<file path="src/rtl/reg_transfer_controller.sv">
`default_nettype none
// ============================================================================
// Module   : reg_transfer_controller
// Purpose  : Accepts single register-transfer commands (NOP, LOAD_IMM, READ,
//            MOVE) over a valid/ready handshake and sequences the register-
//            file accesses they need. It reports each completed command with
//            a one-cycle result_valid pulse and a sticky result/err pair.
// Ports    : clk, reset (async active-low)
//            cmd_valid/cmd_ready, cmd_op, cmd_dst, cmd_src, cmd_imm
//            rf_enable, rf_read, rf_write, rf_select, rf_data_in, rf_data_out
//            result, result_valid, err, busy
// Revision : 1.0 - initial release
// ============================================================================
module reg_transfer_controller #(
    parameter int operand_size        = 8,
    parameter int number_of_registers = 8
) (
    input  logic                           clk,
    input  logic                           reset,
    input  logic                           cmd_valid,
    output logic                           cmd_ready,
    input  logic [1:0]                     cmd_op,
    input  logic [number_of_registers-1:0] cmd_dst,
    input  logic [number_of_registers-1:0] cmd_src,
    input  logic [operand_size-1:0]        cmd_imm,
    output logic                           rf_enable,
    output logic                           rf_read,
    output logic                           rf_write,
    output logic [number_of_registers-1:0] rf_select,
    output logic [operand_size-1:0]        rf_data_in,
    input  logic [operand_size-1:0]        rf_data_out,
    output logic [operand_size-1:0]        result,
    output logic                           result_valid,
    output logic                           err,
    output logic                           busy
);

    localparam int IDX_W = number_of_registers;
    localparam int DAT_W = operand_size;

    localparam logic [1:0] c_op_nop  = 2'b00;
    localparam logic [1:0] c_op_load = 2'b01;
    localparam logic [1:0] c_op_read = 2'b10;
    localparam logic [1:0] c_op_move = 2'b11;

    // The index fields are as wide as the register count, so any index at
    // or above the count is addressable on the bus but not in the file.
    localparam logic [IDX_W-1:0] c_nreg = IDX_W'(number_of_registers);

    typedef enum logic [1:0] {
        ST_IDLE = 2'd0,
        ST_RD   = 2'd1,
        ST_WR   = 2'd2,
        ST_DONE = 2'd3
    } state_t;

    state_t             state_q, state_d;
    logic [1:0]         op_q, op_d;
    logic [IDX_W-1:0]   dst_q, dst_d;
    logic [IDX_W-1:0]   src_q, src_d;
    logic [DAT_W-1:0]   imm_q, imm_d;
    logic [DAT_W-1:0]   temp_q, temp_d;
    logic [DAT_W-1:0]   result_q, result_d;
    logic               err_q, err_d;

    logic               w_dst_bad;
    logic               w_src_bad;

    assign w_dst_bad = (cmd_dst >= c_nreg);
    assign w_src_bad = (cmd_src >= c_nreg);

    always_ff @(posedge clk or negedge reset) begin
        if (!reset) begin
            state_q  <= ST_IDLE;
            op_q     <= c_op_nop;
            dst_q    <= '0;
            src_q    <= '0;
            imm_q    <= '0;
            temp_q   <= '0;
            result_q <= '0;
            err_q    <= 1'b0;
        end else begin
            state_q  <= state_d;
            op_q     <= op_d;
            dst_q    <= dst_d;
            src_q    <= src_d;
            imm_q    <= imm_d;
            temp_q   <= temp_d;
            result_q <= result_d;
            err_q    <= err_d;
        end
    end

    // Next-state logic. result/err are loaded on the edge that enters DONE,
    // so they are visible during DONE and hold until the next completion.
    always_comb begin
        state_d  = state_q;
        op_d     = op_q;
        dst_d    = dst_q;
        src_d    = src_q;
        imm_d    = imm_q;
        temp_d   = temp_q;
        result_d = result_q;
        err_d    = err_q;

        case (state_q)
            ST_IDLE: begin
                if (cmd_valid) begin
                    op_d  = cmd_op;
                    dst_d = cmd_dst;
                    src_d = cmd_src;
                    imm_d = cmd_imm;
                    case (cmd_op)
                        c_op_load: begin
                            if (w_dst_bad) begin
                                state_d  = ST_DONE;
                                result_d = '0;
                                err_d    = 1'b1;
                            end else begin
                                state_d  = ST_WR;
                            end
                        end
                        c_op_read: begin
                            if (w_src_bad) begin
                                state_d  = ST_DONE;
                                result_d = '0;
                                err_d    = 1'b1;
                            end else begin
                                state_d  = ST_RD;
                            end
                        end
                        c_op_move: begin
                            if (w_src_bad || w_dst_bad) begin
                                state_d  = ST_DONE;
                                result_d = '0;
                                err_d    = 1'b1;
                            end else begin
                                state_d  = ST_RD;
                            end
                        end
                        default: state_d = ST_IDLE;
                    endcase
                end
            end
            ST_RD: begin
                temp_d = rf_data_out;
                if (op_q == c_op_move) begin
                    state_d  = ST_WR;
                end else begin
                    state_d  = ST_DONE;
                    result_d = rf_data_out;
                    err_d    = 1'b0;
                end
            end
            ST_WR: begin
                state_d  = ST_DONE;
                result_d = (op_q == c_op_load) ? imm_q : temp_q;
                err_d    = 1'b0;
            end
            default: begin
                state_d = ST_IDLE;
            end
        endcase
    end

    // Outputs decode only from registered state and latched command fields.
    // cmd_ready is also gated by reset so it stays low while reset is held.
    always_comb begin
        rf_enable  = 1'b0;
        rf_read    = 1'b0;
        rf_write   = 1'b0;
        rf_select  = '0;
        rf_data_in = '0;
        case (state_q)
            ST_RD: begin
                rf_enable = 1'b1;
                rf_read   = 1'b1;
                rf_select = src_q;
            end
            ST_WR: begin
                rf_enable  = 1'b1;
                rf_write   = 1'b1;
                rf_select  = dst_q;
                rf_data_in = (op_q == c_op_load) ? imm_q : temp_q;
            end
            default: begin
            end
        endcase
    end

    assign cmd_ready    = reset && (state_q == ST_IDLE);
    assign busy         = (state_q != ST_IDLE);
    assign result_valid = (state_q == ST_DONE);
    assign result       = result_q;
    assign err          = err_q;

endmodule
`default_nettype wire

</file>
<file path="config.mk">
export PLATFORM = sky130hd
export DESIGN_NAME = reg_transfer_controller
export DESIGN_NICKNAME = d
export VERILOG_FILES = /design/src/rtl/reg_transfer_controller.sv
export SDC_FILE = /design/constraint.sdc
export NUM_CORES = 1
export LEC_CHECK = 0
export BUFFER_PORTS_ARGS = -buffer_cell sky130_fd_sc_hd__buf_2
export CORE_MARGIN = 2
export CORE_UTILIZATION = 40
export DETAILED_ROUTE_END_ITERATION = 10
export GPL_TIMING_DRIVEN = 0
export PLACE_DENSITY = 0.71
export SLEW_MARGIN = 20
export SYNTH_ARGS = -nofsm -noshare
export SYNTH_HDL_FRONTEND = slang
export SYNTH_SLANG_ARGS = --single-unit
</file>
<file path="constraint.sdc">
create_clock -name clk -period 3.5 [get_ports clk]
set_input_delay 0.7 -clock clk [delete_from_list [all_inputs] [get_ports clk]]
set_output_delay 0.7 -clock clk [all_outputs]
set_load 0.02 [all_outputs]
</file>
# [After elaboration in Yosys (flattened, before gate mapping)]
# Cells that the tools add are included.
[totals] register_bits=45 latch_bits=0 mem_bits_rw=0 rom_bits=0 inputBits=37 out_inout_bits=31 wordCells=59 mem_count=0
[classes] n_addsub=0 mul=0 div=0 magnitude_cmp=2 n_eq_ne=14 n_shift=0 n_mux=27 bitwise=0 reduce_logical=8
[ops] cell="$mux W8" n=7
[ops] cell="$pmux W8 S3" n=2
[ops] cell="$ge A8 B4 Y1 const B" n=2
[ops] cell="$pmux W8 S2" n=1
[ops] cell="$pmux W2 S3" n=2
[ops] cell="$eq A2 B2 Y1 const B" n=5
[ops] cell="$mux W1" n=10
[ops] cell="$ne A3 B3 Y1 const B" n=3
[ops] cell="$reduce_and A7 Y1" n=1
[ops] cell="$eq A2 B1 Y1 const B" n=3
[ops] cell="$mux W2" n=3
[ops] cell="$pmux W1 S3" n=2
[ops] cell="$ne A2 B2 Y1 const B" n=2
[ops] cell="$ne A4 B1 Y1 const B" n=1
[ops] cell="$reduce_bool A3 Y1" n=1
[ops] cell="$logic_not A2 Y1" n=1
[ops] cell="$reduce_and A2 Y1" n=1
[ops] cell="$reduce_bool A2 Y1" n=1
[ops] cell="$reduce_or A2 Y1" n=1
[ops] cell="$logic_and A1 B1 Y1" n=1
[ops] cell="$logic_or A1 B1 Y1" n=1

# [Longest topological paths before layout]
# Gate-level depths: netlist (run 1).
[logic_depth] depth_word=6 ltp_mapped=8 depth_no_buf=6

# [Worst setup path after synthesis (run 1)]
# Ideal clock, no wire load.
[synth_path] path_kind="register -> output" from="register state_q[0]" to="output port rf_data_in[1]" arrival_time_ps=1740 required_ps=2800 setup_slack_ps=1060 stages_incl_launch_ff=7 n_path_buf=2 path_cell_list="dfrtp_1 -> inv_1 -> ha_1 -> clkbuf_1 -> clkbuf_1 -> nand2_1 -> mux2i_1"
[synth_between] elab_chain_cells=2
[synth_rtl] element="from (decl)" line="57" text="state_t state_q, state_d;"
[synth_rtl] element="from (signal assigned)" line="83" text="state_q <= state_d;"
[synth_rtl] element="$eq A2 B2 Y1" line="174" text="case (state_q)"
[synth_rtl] element="$mux W8" line="174"
[synth_rtl] element="to (decl)" line="30" text="output logic [operand_size-1:0] rf_data_in,"
# Every way passes these cells.

# [Worst setup path after layout (run 1)]
[layout_path] from="register state_q[0]" to="output port rf_select[5]"
[layout_between] elab_chain_cells=2 word_cells_on_any_way=3 classes_between="2 x eq/ne; 1 x mux"
[layout_rtl] element="$eq A2 B2 Y1 or $eq A2 B1 Y1 (tied branches)" line="174"
[layout_rtl] element="$pmux W8 S2 (*)" line="174"
[layout_rtl] element="to (decl)" line="29" text="output logic [number_of_registers-1:0] rf_select,"
# Mark *: on every way between the ends. The rest lies on a longest branch, timed or not.

==> impl_metrics.csv, run 1 <==
group,metric,value,unit
floorplanning,start_util,42.1,%
logic_synthesis,synth_edf_count,0,
place,dp_hpwl,4.12,mm
sta,slew_violations,0,
clocking,cts_num_sinks,45,
outcome,status,"finished, final reports clean",
worst_setup_path,crit_fanout,10,
grt,grt_max_degree,47,
sta,period_share,83.1,%
floorplanning,core,5570,µm²
floorplanning,dieWidth,80.6,µm
sta,slew_headroom,55.0,%
sta,fmax,0.344,GHz
logic_synthesis,postSynth.topFlopCell,"dfrtp_1",
detailed_routing,final_antenna_net_count,0,
worst_setup_path,worstPathArrival,2210,ps
clocking,clk_pin_slew,80,ps
clocking,tritoncts.num_buffers,5,
grt,grt_pass1_wl,8.69,mm
floorplanning,num_io_pins,68,
logic_synthesis,yosysWarnings,0,
finish,diodes,0,
clocking,clock_latency,290,ps
sta,hold_viol_final,0,
worst_setup_path,critical_path.max_stage_delay,440,ps
floorplanning,die_h,80.6,µm
finish,layout-drive-gt1-share,39.0,%
grt,grt_pass1_vias,1788,
logic_synthesis,synth.net_count,261,
finish,syn2layout_area_growth,22.1,%
flow_run,maxCapViolCount,0,
logic_synthesis,yosysUniqueCellTypes,34,
clocking,ctsLongestPathBuffers,2,
worst_setup_path,end_kind,"output port",
clocking,postCtsHoldBufs,0,
worst_setup_path,crit_top_cell,"clkbuf_1",
detailed_routing,vias_per_cell,5.23,
place,port_buffers,67,
sta,setup_tns,0,ps
sta,rsz0062_at_grt,"false",
logic_synthesis,async_flop_share,100,%
clocking,cts_tree,"built",
clocking,clockRootBuffer,"clkbuf_8",
detailed_routing,route.detailed.drc,0,
worst_setup_path,startpoint_type,"flop",
floorplanning,num_rows,27,
detailed_routing,routed_wl,5.46,mm
worst_setup_path,path_cells,"inv_1 > ha_1 > clkbuf_1 > clkbuf_1 > a22oi_1 > nor2b_1 > buf_2",
logic_synthesis,yosys.area.top_type_share,48.0,%
finish,nets,335,
min_path,hp-class,"input port to async pin",
worst_setup_path,critPathKind,"flop to output port",
place,gp_congestion,0.871,
detailed_routing,drtIter0Drc,134,
power_and_ir_drop,p_leak,1.34,nW
clocking,htree_num_levels,2,
detailed_routing,num_vias,1893,
sta,finClkSkew,3.53,ps
sta,tightestPinTransition,669,ps
logic_synthesis,yosysSeqAreaShare,48.0,%
logic_synthesis,ys_seq_elements,45,
logic_synthesis,synthTopCellsByArea,"dfrtp_1 (48%), mux2_2 (14%), nand2_1 (5.3%), ha_1 (4.3%), mux2i_1 (3.4%)",
detailed_routing,dr.pass1.iters,4,
logic_synthesis,yosys.area.top_type,"dfrtp_1",
finish,post-route-util,51.4,%
clocking,cts_resized,0,
logic_synthesis,syn-cell-area,2350,µm²
worst_setup_path,cp.required,2800,ps
sta,finalCriticalPeriod,2910,ps
power_and_ir_drop,irDropWorstVdd,443,µV
grt,grt_overflow,0,
worst_setup_path,crit_slowest_cell,"clkbuf_1",
logic_synthesis,syn_area_per_cell,10.9,µm²
floorplanning,die_area,6500,µm²
logic_synthesis,syn_inst,216,
power_and_ir_drop,p_per_area,961,nW/µm²
sta,setup-violations-final,0,
grt,grt_antenna_before_repair,0,
clocking,post_cts_buffers,0,
grt,grt_usage,17.5,%
detailed_routing,drt-wirelength-per-cell,15.1,µm
[kinds of logic after synthesis]
logic type	count (synthesis)	synth area share, %
buf+inv	19	3.52
fa+ha+maj	8	4.26
mux	38	17.8
simple gates	62	13.5
flops	45	48.0
compound gates	44	13.0
[where the power goes]
| group | switching, W | internal [W] |
|---|---|---|
| registers | 0.000141 | 0.000785 |
| clock network | 0.000171 | 0.000156 |
| logic | 0.000862 | 0.000639 |
| total | 0.00117 | 0.00158 |
[area by class of cell]
cell class | instances | area, µm²
tap | 72 | 90.1
timing repair buffer | 67 | 338
clock inverter | 1 | 7.51
fill | 543 | 2710
clock buffer | 6 | 82.6
sequential | 45 | 1130
multi-input combinational | 152 | 1140
inverter | 7 | 26.3
buffer | 12 | 56.3
[sequential cells by signal (all words and copies together), names as in the netlist]
| register | cells |
|---|---|
| err | 1 |
| op_q | 2 |
| temp_q | 8 |
| state_q | 2 |
| imm_q | 8 |
| dst_q | 8 |
| result | 8 |
| src_q | 8 |
[worst max-delay path: cells and delay by family (launching register included)]
| kind | cells | cell delay (ps) |
|---|---|---|
| flops | 1 | 420 |
| buf+inv | 4 | 1000 |
| simple gates | 1 | 150 |
| fa+ha+maj | 1 | 180 |
| compound gates | 1 | 170 |
[path summary, 6_finish.rpt]
kind	to	cells after the start	from	slack, ps
max	rf_select[5]	7	state_q[0]	590
min	dst_q[4]	1	reset	390
max reg2reg	result[6]	7	state_q[1]	1470
min reg2reg	src_q[6]	2	src_q[6]	500
max in group asynchronous	state_q[1]	1	reset	2700
min in group clk	src_q[6]	2	src_q[6]	500
[synth_stat cells, types with 2 or more instances]
master     n
dfrtp_1   45
nand2_1   33
mux2_2    30
a21oi_1   12
nor2b_1   12
a22oi_1    8
ha_1       8
mux2i_1    8
o22ai_1    8
clkbuf_1   7
inv_1      7
o21ai_0    6
and2_1     3
buf_2      3
nand3_1    3
a21o_1     2
a221oi_1   2
nor2_1     2
nor4_1     2
[stage by stage]
stage	hold WS, ps	cells	instance area, µm²	setup slack [ps]	power [W]
after global placement	471	355	2770	875	0.00241
after global routing	440	362	2870	373	0.00296
final	389	362	2870	590	0.00275
after CTS	503	362	2860	573	0.00278
after floorplan	404	216	2350	1060	0.00201
after detailed placement	473	355	2770	883	0.00245
[cells in the final DEF, fill, tap and decap left out, drive strengths merged, types with 8 or more instances in the layout]
master,netlist,final
buf,5,72
dfrtp,45,45
nand2,33,33
mux2,30,30
clkbuf,7,13
nor2b,12,12
a21oi,12,12
a22oi,8,8
mux2i,8,8
o22ai,8,8
ha,8,8
[per-layer routing]
layer,track usage [%],share of wire (%),vias to the layer above
li1,-,-,919
met1,23.5,45,909
met2,27.6,48,57
met3,3.93,5.5,8
met4,6.78,1.8,0
met5,0,0,-
Note: power is estimated with default switching activity, not from simulation.
==> run 2, diff against run 1 <==
clock period = 2.87 ns   (was 3.5 ns; I/O delays follow)
==> impl_metrics.csv, run 2 (same netlist as run 1, synthesis figures left out) <==
group,metric,value,unit
clocking,clock_latency,290,ps
detailed_routing,drtIter0Drc,134,
worst_setup_path,crit_slowest_cell,"clkbuf_1",
power_and_ir_drop,p_per_area,1170,nW/µm²
worst_setup_path,cp_num_buf_inv,4,
sta,period_share,92.5,%
sta,setup_tns,0,ps
clocking,cts_tree,"built",
finish,layout.cells.most_common,"buf_2",
worst_setup_path,startpoint_type,"flop",
detailed_routing,route.detailed.drc,0,
finish,final_cell_mix,"buf_2 (69), dfrtp_1 (45), nand2_1 (33)",
finish,diodes,0,
clocking,htree_num_levels,2,
power_and_ir_drop,irDropWorstVdd,543,µV
worst_setup_path,crit_fanout,10,
finish,post-route-util,51.4,%
floorplanning,core,5570,µm²
worst_setup_path,critPathKind,"flop to output port",
outcome,status,"finished, final reports clean",
floorplanning,num_rows,27,
worst_setup_path,worstPathArrival,2080,ps
sta,tightestPinTransition,663,ps
place,gp_congestion,0.871,
sta,rsz0062_at_grt,"false",
clocking,cts_num_sinks,45,
worst_setup_path,cp_top_family,"buffers and inverters",
clocking,ctsLongestPathBuffers,2,
finish,fin_cells,362,
grt,grt_antenna_before_repair,0,
clocking,clockRootBuffer,"clkbuf_8",
worst_setup_path,end_kind,"output port",
place,dpl.cell_count,355,
detailed_routing,final_antenna_net_count,0,
grt,grt_max_degree,47,
floorplanning,die_area,6500,µm²
detailed_routing,routed_wl,5.46,mm
floorplanning,num_io_pins,68,
sta,hold_viol_final,0,
grt,grt_usage,17.5,%
worst_setup_path,path_depth,7,
clocking,post_cts_buffers,0,
worst_setup_path,reg2reg_from,"state_q[1]",
detailed_routing,num_vias,1884,
sta,slew_violations,0,
clocking,postCtsHoldBufs,0,
worst_setup_path,r2r_cells,7,
power_and_ir_drop,p_leak,1.35,nW
place,dp_hpwl,4.12,mm
grt,grt_overflow,0,
detailed_routing,drt-wirelength-per-cell,15.1,µm
grt,grt_pass1_wl,8.69,mm
clocking,tritoncts.num_buffers,5,
sta,finalCriticalPeriod,2650,ps
sta,fmax,0.377,GHz
grt,grt_pass1_vias,1788,
floorplanning,die_h,80.6,µm
floorplanning,dieWidth,80.6,µm
sta,slew_headroom,55.4,%
detailed_routing,dr.pass1.iters,4,
worst_setup_path,cp.required,2300,ps
worst_setup_path,ff2ff_setup_slack,860,ps
worst_setup_path,critical_path.max_stage_delay,490,ps
worst_setup_path,path_cells,"inv_1 > ha_1 > buf_6 > clkbuf_1 > a22oi_1 > nor2b_1 > buf_2",
finish,layout-drive-gt1-share,39.7,%
flow_run,maxCapViolCount,0,
finish,syn2layout_area_growth,22.2,%
finish,nets,335,
clocking,clk_pin_slew,80,ps
worst_setup_path,r2r-end,"result[6]",
sta,finClkSkew,3.42,ps
sta,whs,268,ps
floorplanning,start_util,42.1,%
sta,setup-violations-final,0,
place,port_buffers,67,
detailed_routing,vias_per_cell,5.20,
min_path,hp-class,"input port to async pin",
run 2: worst max-delay path by stage:
stage	startpoint	end	slack [ps]
2_1_floorplan	state_q[0]	rf_data_in[1]	560
3_3_place_gp	state_q[0]	rf_select[7]	390
3_5_place_dp	state_q[0]	rf_select[3]	390
4_1_cts	state_q[0]	rf_select[3]	70
5_1_grt	state_q[1]	rf_select[0]	40
6_report	state_q[1]	rf_select[7]	220
run 2: through the flow:
step | instance area, µm² | setup WS, ps | power, W
after global placement | 2770 | 393 | 0.00293
after CTS | 2860 | 69.3 | 0.00339
after detailed placement | 2770 | 394 | 0.00299
final | 2870 | 216 | 0.00336
after floorplan | 2350 | 556 | 0.00246
after global routing | 2870 | 43.9 | 0.00362
run 2: cell type report:
type	instances	area, µm²
Fill cell	543	2710
Multi-Input combinational cell	152	1140
Sequential cell	45	1130
Timing Repair Buffer	67	338
Tap cell	72	90.1
Clock buffer	6	82.6
Buffer	12	58.8
Inverter	7	26.3
Clock inverter	1	7.51
run 2: where the power goes:
part	internal (W)	switching [W]
Combinational	0.000782	0.00105
Clock	0.000190	0.000206
Sequential	0.000957	0.000171
run 2: worst reg2reg max path, stage by stage (launching register included):
cell      delay, ps
dfrtp_1         410
inv_1            80
ha_1            200
buf_6           140
and3_4          160
or3_4           400
a211oi_4        330
o22ai_1         150
run 2: layer usage:
| metal | vias up | GRT usage (%) | share of wire [%] | wire [µm] |
|---|---|---|---|---|
| li1 | 919 | - | - | - |
| met1 | 896 | 23.5 | 45 | 2450 |
| met2 | 63 | 27.6 | 48 | 2630 |
| met3 | 6 | 3.93 | 5.3 | 292 |
| met4 | 0 | 6.78 | 1.6 | 89 |
| met5 | - | 0 | 0 | 0 |
run 2: repair_timing:
action | 4_1_cts | 5_1_grt
endpoints found under the setup margin | 0 | 16
hold endpoints to repair | 0 | 0
gates resized for setup | 0 | 4
